<file path="config.mk">
export PLATFORM = sky130hd
export DESIGN_NAME = alu_cc_stage_flat
export DESIGN_NICKNAME = d
export VERILOG_FILES = /design/src/rtl/alu_cc_stage_if.sv /design/src/rtl/alu_cc_stage.sv /design/src/flat_wrapper.sv
export SDC_FILE = /design/constraint.sdc
export NUM_CORES = 1
export LEC_CHECK = 0
export ABC_AREA = 0
export BUFFER_PORTS_ARGS = -buffer_cell sky130_fd_sc_hd__clkbuf_2
export CORE_MARGIN = 4
export CORE_UTILIZATION = 37
export CTS_CLUSTER_DIAMETER = 40
export CTS_CLUSTER_SIZE = 28
export DETAILED_ROUTE_END_ITERATION = 16
export PLACE_DENSITY = 0.59
export SKIP_LAST_GASP = 1
export SLEW_MARGIN = 25
export SYNTH_ARGS = -nofsm -noshare
export SYNTH_HDL_FRONTEND = slang
export SYNTH_SLANG_ARGS = --single-unit
export TNS_END_PERCENT = 100
</file>
<file path="constraint.sdc">
create_clock -name clk -period 9.2 [get_ports clk]
set_clock_uncertainty 0.1 [all_clocks]
set_input_delay 1.38 -clock clk [delete_from_list [all_inputs] [get_ports clk]]
set_output_delay 1.38 -clock clk [all_outputs]
set_load 0.02 [all_outputs]
</file>
<file path="src/rtl/alu_cc_stage_if.sv">
// Handshake bus for the add/sub/cmp stage: operands and opcode strobes in, result and flags out.
interface alu_cc_stage_if #(
    parameter int unsigned WIDTH = 32
);
    logic             in_valid;
    logic             in_ready;
    logic [WIDTH-1:0] op1;
    logic [WIDTH-1:0] op2;
    logic             add;
    logic             sub;
    logic             cmp;
    logic             out_valid;
    logic             out_ready;
    logic [WIDTH:0]   result;
    logic             wr_en;
    logic             c;
    logic             z;
    logic             n;
    logic             v;
    logic             err;

    modport master (
        output in_valid, op1, op2, add, sub, cmp, out_ready,
        input  in_ready, out_valid, result, wr_en, c, z, n, v, err
    );

    modport slave (
        input  in_valid, op1, op2, add, sub, cmp, out_ready,
        output in_ready, out_valid, result, wr_en, c, z, n, v, err
    );
endinterface

</file>
<file path="src/rtl/alu_cc_stage.sv">
// Two-stage add/sub/cmp pipeline with valid/ready on both sides and an
// architectural C/Z/N/V register that only legal ops update.
module alu_cc_stage #(
    parameter int unsigned WIDTH = 32
) (
    input  logic           clk,
    input  logic           rst_n,
    alu_cc_stage_if.slave  bus
);
    localparam int unsigned RW = WIDTH + 1;

    // Stage 1 registers
    logic             s1_valid;
    logic [WIDTH-1:0] s1_op1;
    logic [WIDTH-1:0] s1_op2;
    logic             s1_add;
    logic             s1_sub;
    logic             s1_cmp;

    // Stage 2 / architectural registers
    logic             out_valid;
    logic [WIDTH:0]   result;
    logic             wr_en;
    logic             err;
    logic             c_q;
    logic             z_q;
    logic             n_q;
    logic             v_q;

    logic             s2_load_c;
    logic             in_xfer_c;
    logic             subt_c;
    logic             legal_c;
    logic [WIDTH-1:0] b_c;
    logic [WIDTH:0]   sum_c;
    logic             v_c;

    assign s2_load_c = s1_valid & (~out_valid | bus.out_ready);
    assign in_xfer_c = bus.in_valid & bus.in_ready;

    // Arithmetic and flag generation from the S1 registers
    always_comb begin
        subt_c  = s1_sub | s1_cmp;
        b_c     = subt_c ? ~s1_op2 : s1_op2;
        sum_c   = {1'b0, s1_op1} + {1'b0, b_c} + RW'(subt_c);
        v_c     = (s1_op1[WIDTH-1] == b_c[WIDTH-1]) & (sum_c[WIDTH-1] != s1_op1[WIDTH-1]);
        legal_c = ({s1_add, s1_sub, s1_cmp} == 3'b100) ||
                  ({s1_add, s1_sub, s1_cmp} == 3'b010) ||
                  ({s1_add, s1_sub, s1_cmp} == 3'b001);
    end

    // S1 fills on an input transfer and empties when S2 takes its op
    always_ff @(posedge clk or negedge rst_n) begin
        if (!rst_n) begin
            s1_valid <= 1'b0;
            s1_op1   <= '0;
            s1_op2   <= '0;
            s1_add   <= 1'b0;
            s1_sub   <= 1'b0;
            s1_cmp   <= 1'b0;
        end else if (in_xfer_c) begin
            s1_valid <= 1'b1;
            s1_op1   <= bus.op1;
            s1_op2   <= bus.op2;
            s1_add   <= bus.add;
            s1_sub   <= bus.sub;
            s1_cmp   <= bus.cmp;
        end else if (s2_load_c) begin
            s1_valid <= 1'b0;
        end
    end

    // S2 output register; a load in the same edge as an output transfer replaces it
    always_ff @(posedge clk or negedge rst_n) begin
        if (!rst_n) begin
            out_valid <= 1'b0;
            result    <= '0;
            wr_en     <= 1'b0;
            err       <= 1'b0;
        end else if (s2_load_c) begin
            out_valid <= 1'b1;
            result    <= legal_c ? sum_c : '0;
            wr_en     <= legal_c & ~s1_cmp;
            err       <= ~legal_c;
        end else if (bus.out_ready) begin
            out_valid <= 1'b0;
        end
    end

    // Condition codes change only when a legal op lands in S2
    always_ff @(posedge clk or negedge rst_n) begin
        if (!rst_n) begin
            c_q <= 1'b0;
            z_q <= 1'b0;
            n_q <= 1'b0;
            v_q <= 1'b0;
        end else if (s2_load_c && legal_c) begin
            c_q <= sum_c[WIDTH];
            z_q <= ~|sum_c[WIDTH-1:0];
            n_q <= sum_c[WIDTH-1];
            v_q <= v_c;
        end
    end

    assign bus.in_ready  = ~s1_valid | s2_load_c;
    assign bus.out_valid = out_valid;
    assign bus.result    = result;
    assign bus.wr_en     = wr_en;
    assign bus.err       = err;
    assign bus.c         = c_q;
    assign bus.z         = z_q;
    assign bus.n         = n_q;
    assign bus.v         = v_q;
endmodule

</file>
<file path="src/flat_wrapper.sv">
// flat-port wrapper written by rule: the top's interface ports become plain ports
module alu_cc_stage_flat 
#(
    parameter int unsigned WIDTH = 32
)
  (clk, rst_n, bus_in_valid, bus_op1, bus_op2, bus_add, bus_sub, bus_cmp, bus_out_ready, bus_in_ready, bus_out_valid, bus_result, bus_wr_en, bus_c, bus_z, bus_n, bus_v, bus_err);
  alu_cc_stage_if #(.WIDTH(WIDTH)) bus_i ();
  input  logic clk;
  input  logic rst_n;
  input wire logic [$bits(bus_i.in_valid)-1:0] bus_in_valid;
  input wire logic [$bits(bus_i.op1)-1:0] bus_op1;
  input wire logic [$bits(bus_i.op2)-1:0] bus_op2;
  input wire logic [$bits(bus_i.add)-1:0] bus_add;
  input wire logic [$bits(bus_i.sub)-1:0] bus_sub;
  input wire logic [$bits(bus_i.cmp)-1:0] bus_cmp;
  input wire logic [$bits(bus_i.out_ready)-1:0] bus_out_ready;
  output wire logic [$bits(bus_i.in_ready)-1:0] bus_in_ready;
  output wire logic [$bits(bus_i.out_valid)-1:0] bus_out_valid;
  output wire logic [$bits(bus_i.result)-1:0] bus_result;
  output wire logic [$bits(bus_i.wr_en)-1:0] bus_wr_en;
  output wire logic [$bits(bus_i.c)-1:0] bus_c;
  output wire logic [$bits(bus_i.z)-1:0] bus_z;
  output wire logic [$bits(bus_i.n)-1:0] bus_n;
  output wire logic [$bits(bus_i.v)-1:0] bus_v;
  output wire logic [$bits(bus_i.err)-1:0] bus_err;
  assign bus_i.in_valid = bus_in_valid;
  assign bus_i.op1 = bus_op1;
  assign bus_i.op2 = bus_op2;
  assign bus_i.add = bus_add;
  assign bus_i.sub = bus_sub;
  assign bus_i.cmp = bus_cmp;
  assign bus_i.out_ready = bus_out_ready;
  assign bus_in_ready = bus_i.in_ready;
  assign bus_out_valid = bus_i.out_valid;
  assign bus_result = bus_i.result;
  assign bus_wr_en = bus_i.wr_en;
  assign bus_c = bus_i.c;
  assign bus_z = bus_i.z;
  assign bus_n = bus_i.n;
  assign bus_v = bus_i.v;
  assign bus_err = bus_i.err;
  alu_cc_stage #(.WIDTH(WIDTH)) u_core (.clk(clk), .rst_n(rst_n), .bus(bus_i));
endmodule
</file>
# Word level (Yosys, flattened, before mapping)
# Index checks and enable logic that the tools add are counted.
[op_classes]
bitwise_logic = 12
n_addsub = 2
n_eq_ne = 5
reduce_logical = 7
n_mux = 6
[ops]
columns = ["operator", "count"]
rows = [
  ["$add 32x32->33", 1],
  ["$add 33x1->33", 1],
  ["$mux 33", 1],
  ["$mux 32", 1],
  ["$not 32->32", 1],
  ["$reduce_or 32->1", 1],
  ["$and 1x1->1", 4],
  ["$mux 1", 4],
  ["$not 1->1", 4],
  ["$reduce_bool 2->1", 2],
  ["$eq 3x1->1 const B", 1],
  ["$eq 3x2->1 const B", 1],
  ["$eq 3x3->1 const B", 1],
  ["$or 1x1->1", 3],
  ["$logic_or 1x1->1", 2],
  ["$eq 1x1->1", 1],
  ["$logic_and 1x1->1", 1],
  ["$logic_not 1->1", 1],
  ["$ne 1x1->1", 1],
]
[totals]
output_inout_bits = 41
wordCells = 46
reg_bits = 108

# Longest topological paths before layout
# Gate-level depths: netlist of run 1.
[depth]
ltp_word = 6
depth_mapped = 15
depth_no_buf = 13

# Worst setup path before layout of run 1
# No wires, ideal clock.
[synth_path]
path_kind = "register -> register"
startpoint = "reg u_core.s1_sub"
endpoint = "reg u_core.z_q, in the netlist u_core.bus.z"
stages_incl_launch_ff = 15
slack_ps = 5280
t_arrival_ps = 3743
cell_sequence = "dfrtp_1 > nor2_1 > buf_1 > xnor2_1 > ha_1 > clkbuf_1 > nand4_1 > nor4_1 > o21ai_1 > o21ai_1 > xor2_1 > or4b_2 > a2111oi_4 > nand4_1 > o21ai_1"
[synth_via]
elab_chain_cells = 6
elab_cells_between_ends = 12
cone_classes = "2 x add/sub; 3 x eq/ne; 1 x mux; 1 x bitwise; 5 x reduce/logical"
[synth_rtl]
columns = ["item", "line_no", "text"]
rows = [
  ["start: declaration", "alu_cc_stage.sv:17", "logic s1_sub;"],
  ["start signal: assignment", "alu_cc_stage.sv:66", "s1_sub <= bus.sub;"],
  ["$or 1x1->1", "alu_cc_stage.sv:43", "subt_c = s1_sub | s1_cmp;"],
  ["$mux 32", "alu_cc_stage.sv:44", "b_c = subt_c ? ~s1_op2 : s1_op2;"],
  ["$add 32x32->33", "alu_cc_stage.sv:45", "sum_c = {1'b0, s1_op1} + {1'b0, b_c} + RW'(subt_c);"],
  ["$add 33x1->33", "alu_cc_stage.sv:45", ""],
  ["$reduce_or 32->1", "alu_cc_stage.sv:99", "z_q <= ~|sum_c[WIDTH-1:0];"],
  ["$logic_not 1->1", "alu_cc_stage.sv:99", ""],
  ["end signal: assignment", "alu_cc_stage.sv:99", ""],
  ["end: declaration", "alu_cc_stage.sv:26", "logic z_q;"],
]
# Parallel ways exist; a longest one is shown, timed or not.
# A chain may end at the register's enable or synchronous reset.

# Worst setup path in the final report of run 1
# Ends and elaborated chain as after synthesis.

==> summary by stage, run 1 <==
Floorplanning
The initial utilization of the core area, before any placement, comes to 0.383. The die covers 20400 um2. In this run the count of I/O pins placed on the die edge is 112. The overall die height is 143 um.

The number of standard-cell rows in the floorplan is 48. Measured along the x axis, the die boundary spans 143 um. After floorplanning, the core was sized to cover 17500 um2.

Critical path
The category of the worst setup path launch point is a flop. The start-to-end type of the worst setup path is flop to flop. STA puts the critical path data arrival time at 5.05 ns.

For the worst setup path, the data required time is 9.38 ns. STA classifies the critical path endpoint as a flop. In this run the worst path has a maximum fanout of 18.

Synthesis
By instance count, the leading cell after synthesis is sky130_fd_sc_hd__dfrtp_1. The register bit total from synthesis is 108. In this run, distinct cell masters in the synthesized netlist total 71. The mean post-synth cell area is 10.2 um2. The share of synthesized area in the top cell type comes to 0.403.

The number of nets in the synthesized netlist is 763. For this run, the leading register cell type out of synthesis is sky130_fd_sc_hd__dfrtp_1. The post-synthesis cell area is 6710 um2. For this run, the number of Yosys warnings is 0. The cell type with the largest total area after synthesis is sky130_fd_sc_hd__dfrtp_1. Sorting the synthesized cells by area gives the leading types as sky130_fd_sc_hd__dfrtp_1, sky130_fd_sc_hd__mux2_2, sky130_fd_sc_hd__ha_1. Sorting the synthesized cells by how often they occur yields sky130_fd_sc_hd__dfrtp_1, sky130_fd_sc_hd__mux2_2, sky130_fd_sc_hd__nand2_1. The number of synthesized flops with an enable pin is 0. The instance count of the mapped netlist is 657. The sequential-to-total area share from yosys stat is 0.403. The post-synthesis async set-or-reset flop share is 1.00.

Final layout
The flip-flop and latch area is 2700 um2. The area of combinational cells with multiple inputs is 3850 um2. The area of all placed cells without fillers is 7760 um2. The core occupancy in the finished layout is 0.443.

After the flow finishes, the layout carries non-filler instances totaling 978. The net total in the final layout is 855. The number of diodes is 0. The layout overhead on the synthesized area is 15.7%. The number of filler cells placed in the layout is 1730. Of the cells placed in the final design, the portion with a size suffix greater than 1 is 0.287.

Clock tree
Hold repair after CTS inserted 0 buffers. The clock net in this run drives a total of 108 sinks. The number of buffers inserted by post-CTS setup repair is 0.

The depth of the CTS H-tree is 3. The clock-pin transition on the worst setup and hold timing paths is 0.08 ns. At the later pin of the worst-skew pair, clock insertion delay measures 0.36 ns. The CTS root buffer is sky130_fd_sc_hd__clkbuf_16. The largest buffer count on any clock path is 2. TritonCTS built the clock tree. In this run, CTS created clock tree buffers numbering 9. After clock tree synthesis, the repair step resized 0 gates.

Job
Across the run, the number of max-cap violations was 0.

Detailed routing
The DRC violation count after routing is 0. The number of iterations in the first detailed-routing pass is 5. The routed wirelength normalized by instance count is 18.0 um.

Dividing the detail-routed via count by the number of cells gives 5.54. The initial DRC count is 383. The total wire length after detailed routing is 17600 um. The number of nets with antenna violations after routing is 0.

The total via count after detailed routing is 5417.

STA
The worst slew margin relative to its limit is 0.410. The highest attainable clock frequency is 205 MHz. The part of the cycle the worst path needs is 0.529.

The transition time at the pin with the least slew margin is 0.880 ns. The final number of hold-violating endpoints is 0. The total negative slack is 0 ns. The shortest clock period the worst path allows after layout is 4.87 ns. The final count of pins violating max slew is 0. The total of endpoints with negative setup slack in the final report is 0. Setup repair after global routing left no endpoint under its margin.

GRT
The maximum number of pins on one net before global-route repair is 68. The first global-routing pass estimated 28700 um of wire. The via count of the first global-routing pass is 5422. The number of antenna violations at the first check in global routing came to 0. The global-route usage over all layers is 0.177. The total congestion overflow after global routing is 0.

Placed design
The weighted congestion at the end of routability-driven global placement is 0.898. The number of cells in the design after placement is 963. The count of input and output buffers is 111.

Summing all placed instances gives a cell area of 7460 um2. The wire-length estimate of the detail-placed layout is 13500 um.

Power and ir drop
The power density over cell area is 297 nW/um2. In this run the static leakage power is 3.36 nW. IR analysis of the VDD net gives a maximum drop of 0.000143 V.

Run status
The run finished with clean final reports.

Worst hold path
The worst hold path belongs to the class flop to flop.
-- final cells by class --
type / instances / share of cell area
Sequential cell: 108 / 0.348
Clock buffer: 10 / 0.0295
Inverter: 8 / 0.00387
Tap cell: 225 / 0.0363
Multi-Input combinational cell: 506 / 0.496
Timing Repair Buffer: 116 / 0.0767
Clock inverter: 5 / 0.00999
-- worst max-delay path: stages, from the launching register on --
cell and delay, ns:
sky130_fd_sc_hd__dfrtp_1 0.47, sky130_fd_sc_hd__nor2_4 0.58, sky130_fd_sc_hd__xnor2_1 0.22, sky130_fd_sc_hd__inv_1 0.09, sky130_fd_sc_hd__fa_1 0.42, sky130_fd_sc_hd__nand2b_1 0.18, sky130_fd_sc_hd__a21oi_1 0.48, sky130_fd_sc_hd__o21ai_1 0.22
sky130_fd_sc_hd__o41ai_1 0.62, sky130_fd_sc_hd__xor2_1 0.21, sky130_fd_sc_hd__or4_4 0.59, sky130_fd_sc_hd__a2111oi_4 0.29, sky130_fd_sc_hd__nand4_1 0.16, sky130_fd_sc_hd__o21ai_1 0.16
-- cells by family (layout without fill, tap and decap cells) --
kind of cell    Yosys count  in the layout  synth area share
xor+xnor                 47             47            0.0614
simple gates            176            176             0.138
compound gates          181            181             0.192
fa+ha+maj                35             35            0.0664
mux                      67             67             0.112
buf+inv                  43            139            0.0261
flops                   108            108             0.403
-- final timing paths --
kind | start | slack [ns] | cells past startpoint | to
max in group asynchronous | rst_n | 6.83 | 2 | u_core.s1_op2[29]$_DFFE_PN0P_
worst min-delay path | u_core.bus.c$_DFFE_PN0P_ | 0.39 | 2 | u_core.bus.c$_DFFE_PN0P_
worst max register to register | u_core.s1_sub$_DFFE_PN0P_ | 4.33 | 13 | u_core.bus.z$_DFFE_PN0P_
min in group asynchronous | rst_n | 0.94 | 1 | u_core.s1_op2[9]$_DFFE_PN0P_
worst max-delay path | u_core.s1_sub$_DFFE_PN0P_ | 4.33 | 13 | u_core.bus.z$_DFFE_PN0P_
worst min register to register | u_core.bus.c$_DFFE_PN0P_ | 0.39 | 2 | u_core.bus.c$_DFFE_PN0P_
-- state kept, by name, summed over array words and instances, names as in the netlist --
register              flops
u_core.bus.c              1
u_core.bus.err            1
u_core.bus.n              1
u_core.bus.out_valid      1
u_core.bus.result        33
u_core.bus.v              1
u_core.bus.wr_en          1
u_core.bus.z              1
u_core.s1_add             1
u_core.s1_cmp             1
u_core.s1_op1            32
u_core.s1_op2            32
u_core.s1_sub             1
u_core.s1_valid           1
-- per-layer routing --
metal  vias to the layer above  GRT usage  wire [um]
met3                        20     0.0405       1050
li1                       2650          -          -
met1                      2590      0.242       8070
met4                         0     0.0445        277
met2                       157      0.286       8240
met5                         -          0          0
-- power breakdown --
group / switching, mW / internal (mW)
combinational: 0.756 / 0.461
sequential: 0.0874 / 0.590
clock: 0.174 / 0.236
total: 1.02 / 1.29
-- layout by cell type (no fill, tap or decap), drive strengths merged, types with 8 or more instances in the layout --
cell / instances
a211oi: 11
a21oi: 44
a22o: 11
clkbuf: 120
dfrtp: 108
ha: 34
inv: 8
mux2: 67
nand2: 55
nand2b: 12
nand3: 13
nand4: 11
nor2: 23
nor3: 12
o21ai: 40
o31ai: 11
xnor2: 37
xor2: 10
-- through the flow --
stage / power (mW) / setup slack (ns) / hold WS, ns
floorplan: 1.54 / 5.28 / 0.386
global placement: 1.88 / 4.51 / 0.365
global route: 2.47 / 4.10 / 0.411
CTS: 2.31 / 4.39 / 0.388
finish: 2.31 / 4.33 / 0.385
detailed placement: 1.89 / 4.45 / 0.372
No activity file was read; power rests on OpenSTA's default activity.
==> run 2: changes to the inputs <==
==> constraint.sdc (replaced) <==
create_clock -name clk -period 4.7 [get_ports clk]
set_clock_uncertainty 0.1 [all_clocks]
set_input_delay 0.705 -clock clk [delete_from_list [all_inputs] [get_ports clk]]
set_output_delay 0.705 -clock clk [all_outputs]
set_load 0.02 [all_outputs]
==> summary by stage, run 2 (synthesis gave the netlist of run 1 again) <==
Critical path
The worst setup path is captured at a flop. The delay contributed by the slowest stage of the critical path is 0.59 ns (-0.03 ns). The reg-to-reg critical path startpoint is u_core.s1_sub$_DFFE_PN0P_. The endpoint arrival time on the critical path is 4.48 ns (-0.57 ns). The critical-path maximum fanout is 17 (-1).

The most repeated library cell on the critical path is sky130_fd_sc_hd__o21ai_1. The most critical setup path has its startpoint at u_core.s1_sub$_DFFE_PN0P_. The slowest stage of the critical path belongs to the cell sky130_fd_sc_hd__or4_4. The setup path with the least slack is of type flop to flop.

The category of the worst setup path launch point is a flop. The data required time at the worst endpoint is 4.88 ns (-4.50 ns). Traced cell by cell, the critical path runs through nor2_4 -> buf_4 -> xnor2_1 -> ha_1 -> o21ai_1 -> a21oi_1 -> o21ai_1 -> o41ai_2 -> xor2_1 -> or4_4 -> a2111oi_4 -> nand4_1 -> o21ai_1.

STA
The highest attainable clock frequency came to 233 MHz (+13%). The total negative slack is 0 ns (unchanged). The part of the cycle the worst path needs came to 0.915 (+0.385).

Setup repair after global routing left no endpoint under its margin. The worst slew margin relative to its limit came to 0.334 (-0.0757). The transition time at the pin with the least slew margin is 0.995 ns (+0.116 ns).

The total of endpoints with negative setup slack in the final report is 0 (unchanged). The shortest clock period the worst path allows after layout is 4.30 ns (-0.571 ns). The final count of pins violating max slew is 0 (unchanged).

The final number of hold-violating endpoints was 0 (unchanged).

Detailed routing
The total via count after detailed routing is 5521 (+1.9%). The initial DRC count is 345 (-9.9%). The total wire length after detailed routing is 17800 um (+1.0%). The number of nets with antenna violations after routing is 0 (unchanged). The number of iterations in the first detailed-routing pass is 5 (unchanged). The routed wirelength normalized by instance count is 18.2 um (+0.84%). The DRC violation count after routing is 0 (unchanged). The average vias per placed instance is 5.63 (+1.7%).

GRT
The global-route usage over all layers is 0.178 (+0.000698). The total congestion overflow after global routing is 0 (unchanged). The number of antenna violations at the first check in global routing was 0 (unchanged). The maximum number of pins on one net before global-route repair is 72 (+5.9%). The via count of the first global-routing pass came to 5561 (+2.6%).

The global-route wire length before repair is 29300 um (+2.1%).

Placed design
The count of input and output buffers is 111 (unchanged). The instance area at placement is 7460 um2 (+0.10%). The weighted congestion at the end of routability-driven global placement is 0.930 (+3.5%). The detailed-placement wirelength estimate is 13800 um (+2.3%).

Clock tree
The clock-pin transition on the worst setup and hold timing paths is 0.08 ns (about the same). The number of buffers inserted by post-CTS setup repair is 0 (unchanged). The largest buffer count on any clock path came to 2 (unchanged). The later-pin clock latency in the skew report is 0.35 ns (about the same). The depth of the CTS H-tree is 3 (unchanged).

The number of clock sinks is 108 (unchanged). The hold buffer count at CTS is 0 (unchanged). The number of buffers created by CTS is 9 (unchanged). The CTS root buffer is sky130_fd_sc_hd__clkbuf_16. TritonCTS built the clock tree.

Final layout
The largest registers in the layout are u_core.bus.result (33), u_core.s1_op1 (32), u_core.s1_op2 (32). The area of combinational cells with multiple inputs is 3850 um2 (+0.20%). The fraction of layout instances using a drive strength above 1 is 0.289 (+0.00189). The flip-flop and latch area is 2700 um2 (unchanged).

Leaving out fill and tap cells, the most frequent cell in the layout is sky130_fd_sc_hd__clkbuf_2. The area of all placed cells without fillers is 7760 um2 (about the same). Leaving out fill and tap cells, the most frequent cells in the layout are sky130_fd_sc_hd__clkbuf_2, sky130_fd_sc_hd__dfrtp_1, sky130_fd_sc_hd__mux2_2, sky130_fd_sc_hd__nand2_1, sky130_fd_sc_hd__a21oi_1. The number of filler cells placed in the layout is 1722 (-0.46%). The layout overhead on the synthesized area is 15.6% (about the same). The flip-flop count of the largest register, all copies and words added was 33 (unchanged). The largest register by flop count is u_core.bus.result. The number of diodes is 0 (unchanged). The net total in the final layout was 856 (+0.12%).

Floorplanning
The count of pins on the block boundary is 112 (unchanged). The overall die height is 143 um (unchanged). The floorplan die area was 20400 um2 (unchanged).

The chip width is 143 um (unchanged). The starting utilization of the core area was 0.383 (unchanged). The standard cell core area is 17500 um2 (unchanged). The number of standard-cell rows in the floorplan is 48 (unchanged).

Power and ir drop
The cell leakage power is 3.36 nW (about the same). The internal power was 2.47 mW (+92%). The worst voltage drop across the vdd grid was 0.000389 V (+170%).

The power density over cell area is 577 nW/um2 (+94%). The fraction of power spent switching nets came to 0.447 (+0.00568). The part of the total power dissipated in sequential elements is 0.297 (+0.003). The power spent charging and discharging nets is 2.00 mW (+97%). The share of total power in combinational logic is 0.535 (+0.007).

The fraction of power consumed by the clock network came to 0.168 (-0.010).

Run status
The run finished with clean final reports.

Worst hold path
The tightest min-delay check is of the input pin to async pin type.

Job
The number of violations of the max-capacitance limit was 0 (unchanged).
-- run 2: cell types whose count changed in the layout (fill, tap and decap cells not counted), sizes merged --
cell	delta
clkinv	+1
buf	+1
bufinv	-1
clkbuf	+1
-- run 2: path summary, 6_finish.rpt --
| path | depth (start not counted) | end | slack, ns |
|---|---|---|---|
| setup reg to reg | 13 | u_core.bus.z$_DFFE_PN0P_ | 0.40 |
| hold reg to reg | 2 | u_core.bus.result[5]$_DFFE_PN0P_ | 0.38 |
| hold / removal | 1 | u_core.s1_op2[8]$_DFFE_PN0P_ | 0.37 |
| setup / recovery | 13 | u_core.bus.z$_DFFE_PN0P_ | 0.40 |
| min in group clk | 2 | u_core.bus.result[5]$_DFFE_PN0P_ | 0.38 |
| max in group asynchronous | 2 | u_core.s1_op1[22]$_DFFE_PN0P_ | 3.11 |
-- run 2: stage by stage --
| stage | hold slack [ns] | instances | utilization | setup slack [ns] | power, mW |
|---|---|---|---|---|---|
| 6_report | 0.365 | 980 | 0.442 | 0.400 | 4.47 |
| 5_1_grt | 0.416 | 980 | 0.442 | 0.168 | 4.80 |
| 4_1_cts | 0.389 | 980 | 0.442 | 0.178 | 4.49 |
| 3_5_place_dp | 0.373 | 964 | 0.426 | 0.286 | 3.71 |
| 3_3_place_gp | 0.365 | 964 | 0.426 | 0.366 | 3.68 |
| 2_1_floorplan | 0.309 | 657 | - | 0.780 | 3.02 |
-- run 2: what timing repair did --
action,in CTS,in global routing
endpoints found under the hold margin,0,0
endpoints found under the setup margin,0,1
resized for setup,0,1
-- run 2: metal layers --
layer  GRT usage  routed length, um  up-vias  share of wire
met5           0                  0        -              0
met4      0.0600                418        0          0.023
met3      0.0318                800       30          0.045
met2       0.287               8440      152           0.47
met1       0.243               8170     2697           0.46
li1            -                  -     2642              -
-- run 2: cell type report --
type	instances	area share
Tap cell	225	0.0363
Timing Repair Buffer	117	0.0777
Multi-Input combinational cell	506	0.497
Sequential cell	108	0.348
Clock buffer	11	0.0300
Inverter	8	0.00387
Clock inverter	5	0.00677
-- run 2: power by group through the flow --
stage / Combinational (mW) / Clock [mW] / Sequential (mW)
6_report: 2.39 / 0.753 / 1.33
5_1_grt: 2.64 / 0.807 / 1.35
4_1_cts: 2.38 / 0.777 / 1.33
3_5_place_dp: 2.37 / 0 / 1.35
3_3_place_gp: 2.34 / 0 / 1.34
2_1_floorplan: 1.56 / 0 / 1.46
-- run 2: worst max-delay path: cells and delay by family (launching register included) --
family                     cells  cell delay [ns]
and+or+nand+nor                3             0.89
buffers and inverters          1             0.30
DFF                            1             0.48
adders and majority gates      1             0.43
AOI/OAI and AO/OA              6             1.69
xor gates and xnor gates       2             0.32
==> run 3: changes to the inputs <==
--- a/config.mk
+++ b/config.mk
@@ -12,7 +12,7 @@
 export CTS_CLUSTER_DIAMETER = 40
 export CTS_CLUSTER_SIZE = 28
 export DETAILED_ROUTE_END_ITERATION = 16
-export PLACE_DENSITY = 0.59
+export PLACE_DENSITY_LB_ADDON = 0.1
 export SKIP_LAST_GASP = 1
 export SLEW_MARGIN = 25
 export SYNTH_ARGS = -nofsm -noshare
==> summary by stage, run 3 (synthesis gave the netlist of run 1 again) <==
Final layout
Compared with the post-synthesis result, the final layout area differs by 16.4%. The flip-flop and latch area is 2700 um2 (unchanged). The net total in the final layout is 861 (+0.58%). The number of diodes is 0 (unchanged). In the final layout, the registers with the most flip-flops are u_core.bus.result (33), u_core.s1_op1 (32), u_core.s1_op2 (32). The leading cell type in the layout, fill and taps excluded is sky130_fd_sc_hd__clkbuf_2. The area of combinational cells with multiple inputs is 3860 um2 (about the same). The fraction of layout instances using a drive strength above 1 is 0.297 (+0.00863).

The flip-flop count of the largest register, all copies and words added is 33 (unchanged). The number of filler cells placed in the layout is 1719 (-0.17%). The register with the most flip-flops in the final layout is u_core.bus.result.

The top cell types in the final layout, fill and taps aside, are sky130_fd_sc_hd__clkbuf_2, sky130_fd_sc_hd__dfrtp_1, sky130_fd_sc_hd__mux2_2, sky130_fd_sc_hd__nand2_1, sky130_fd_sc_hd__a21oi_1.

Critical path
The worst flop-to-flop path endpoint is u_core.bus.z$_DFFE_PN0P_. The delay contributed by the slowest stage of the critical path was 0.49 ns (-0.10 ns). The critical-path maximum fanout was 13 (-4). The start-to-end type of the worst setup path is flop to flop.

The depth of the worst register-to-register path came to 13 (unchanged). The reg-to-reg critical path startpoint is u_core.s1_sub$_DFFE_PN0P_. The minimum setup slack among reg-to-reg paths is 0.37 ns (-0.03 ns).

The category of the worst setup path launch point is a flop. Walking the worst path, the cells encountered are nor2_4 -> buf_4 -> xnor2_1 -> ha_1 -> nand2_1 -> o21ai_0 -> a31o_1 -> a211o_1 -> a2111oi_0 -> a311o_1 -> a2111oi_0 -> nand4_1 -> o21ai_1. The endpoint arrival time on the critical path is 4.52 ns (+0.04 ns).

The data required time at the worst endpoint is 4.89 ns (about the same). The highest-delay cell along the critical path is sky130_fd_sc_hd__ha_1. The worst setup path is captured at a flop. By instance count, the cell type seen most on the critical path is sky130_fd_sc_hd__a2111oi_0.

STA
The transition time at the pin with the least slew margin is 0.827 ns (-0.169 ns). The shortest clock period the worst path allows after layout was 4.33 ns (+0.0309 ns). Setup repair after global routing left no endpoint under its margin. The total negative slack is 0 ns (unchanged).

The final number of hold-violating endpoints came to 0 (unchanged). The final worst hold slack is 0.247 ns (-0.118 ns). The highest attainable clock frequency was 231 MHz (-0.71%). The part of the cycle the worst path needs is 0.921 (+0.00658). The final count of pins violating max slew is 0 (unchanged).

The worst slew margin relative to its limit is 0.447 (+0.113). The total of endpoints with negative setup slack in the final report is 0 (unchanged).

GRT
The via count of the first global-routing pass is 5559 (-0.036%). The maximum number of pins on one net before global-route repair is 74 (+2.8%). The number of antenna violations at the first check in global routing is 0 (unchanged). The total congestion overflow after global routing is 0 (unchanged). The global-route usage over all layers came to 0.179 (+0.00136). The global-route wire length before repair came to 29000 um (-0.82%).

Floorplanning
The overall die height was 143 um (unchanged). The number of standard-cell rows in the floorplan is 48 (unchanged). The standard cell core area was 17500 um2 (unchanged). The chip width was 143 um (unchanged). The floorplan die area is 20400 um2 (unchanged). The starting utilization of the core area is 0.383 (unchanged). The count of pins on the block boundary was 112 (unchanged).

Run status
The flow ran to the end, and the final reports show no timing, DRC or antenna violations.

Job
The number of violations of the max-capacitance limit is 0 (unchanged).

Detailed routing
The DRC violation count after routing is 0 (unchanged). The number of iterations in the first detailed-routing pass is 5 (unchanged). The initial DRC count is 346 (+0.29%). The number of nets with antenna violations after routing was 0 (unchanged). The total via count after detailed routing is 5530 (+0.16%). The average vias per placed instance is 5.61 (-0.35%). The routed wirelength normalized by instance count is 18.3 um (+0.51%).

The total wire length after detailed routing was 18000 um (+1.0%).

Power and ir drop
The worst voltage drop across the vdd grid is 0.000274 V (-30%). The power density over cell area is 578 nW/um2 (+0.21%). The cell leakage power is 3.38 nW (+0.58%).

Clock tree
The TritonCTS clock tree is yes. The CTS root buffer is sky130_fd_sc_hd__clkbuf_16. The hold buffer count at CTS was 0 (unchanged). The number of clock sinks is 108 (unchanged). The number of buffers created by CTS is 9 (unchanged). The later-pin clock latency in the skew report is 0.36 ns (about the same).

The depth of the CTS H-tree is 3 (unchanged). The clock-pin transition on the worst setup and hold timing paths was 0.08 ns (about the same). The largest buffer count on any clock path is 2 (unchanged). The number of buffers inserted by post-CTS setup repair is 0 (unchanged).

Worst hold path
In this run the worst hold path is classified as input pin to async pin.

Placed design
The detailed-placement wirelength estimate is 13900 um (+0.52%). The count of input and output buffers is 111 (unchanged). The weighted congestion at the end of routability-driven global placement is 0.928 (-0.22%).
-- run 3: changes by cell type in the layout (fill, tap and decap cells not counted), moves of 2 or more --
cell / change
sky130_fd_sc_hd__clkinv_2: -3
sky130_fd_sc_hd__clkbuf_1: -2
sky130_fd_sc_hd__clkinvlp_4: +2
sky130_fd_sc_hd__inv_8: +2
sky130_fd_sc_hd__buf_4: +4
-- run 3: power breakdown --
part           switching (mW)  internal, mW  total [mW]
Combinational            1.50         0.928        2.42
Sequential              0.171          1.16        1.33
Clock                   0.378         0.384       0.762
-- run 3: worst max path at each step --
stage | start | endpoint | slack [ns]
floorplan | u_core.s1_sub$_DFFE_PN0P_ | u_core.bus.z$_DFFE_PN0P_ | 0.78
detailed placement | u_core.s1_sub$_DFFE_PN0P_ | u_core.bus.z$_DFFE_PN0P_ | 0.33
CTS | u_core.s1_sub$_DFFE_PN0P_ | u_core.bus.z$_DFFE_PN0P_ | 0.30
finish | u_core.s1_sub$_DFFE_PN0P_ | u_core.bus.z$_DFFE_PN0P_ | 0.37
global route | u_core.s1_sub$_DFFE_PN0P_ | u_core.bus.z$_DFFE_PN0P_ | 0.08
global placement | u_core.s1_sub$_DFFE_PN0P_ | u_core.bus.z$_DFFE_PN0P_ | 0.40
-- run 3: metal layers --
layer,GRT usage,up-vias,routed length (um)
li1,-,2659,-
met1,0.244,2697,8230
met2,0.290,149,8560
met3,0.0342,25,889
met4,0.0570,0,337
met5,0,-,0
-- run 3: cell type report --
class	count	share of cell area
flip-flops and latches	108	0.346
multi-input cells	506	0.494
repair buffers	122	0.0825
inverters	8	0.00385
well taps	225	0.0361
clock buffers	10	0.0306
clock inverters	6	0.00689
-- run 3: timing repair --
action	in CTS	in global routing
resized for setup	0	2
setup endpoints to repair	0	1
endpoints found under the hold margin	0	0
-- run 3: metrics by stage --
stage	cells	cell area, um2	setup slack (ns)	total power, mW	utilization
2_1_floorplan	657	6710	0.780	3.02	-
3_3_place_gp	969	7500	0.399	3.73	0.428
3_5_place_dp	969	7500	0.326	3.75	0.428
4_1_cts	985	7790	0.300	4.54	0.444
5_1_grt	985	7810	0.0759	4.83	0.445
6_report	985	7810	0.369	4.51	0.445
-- run 3: worst max-delay path, delay by kind of cell, from the launching register on --
family                   cells  cell delay (ns)
AO/OA/AOI/OAI                7             2.22
XOR/XNOR                     1             0.06
adder cells (fa/ha/maj)      1             0.49
buffers and inverters        1             0.22
flip-flops                   1             0.47
AND/OR/NAND/NOR              3             0.66
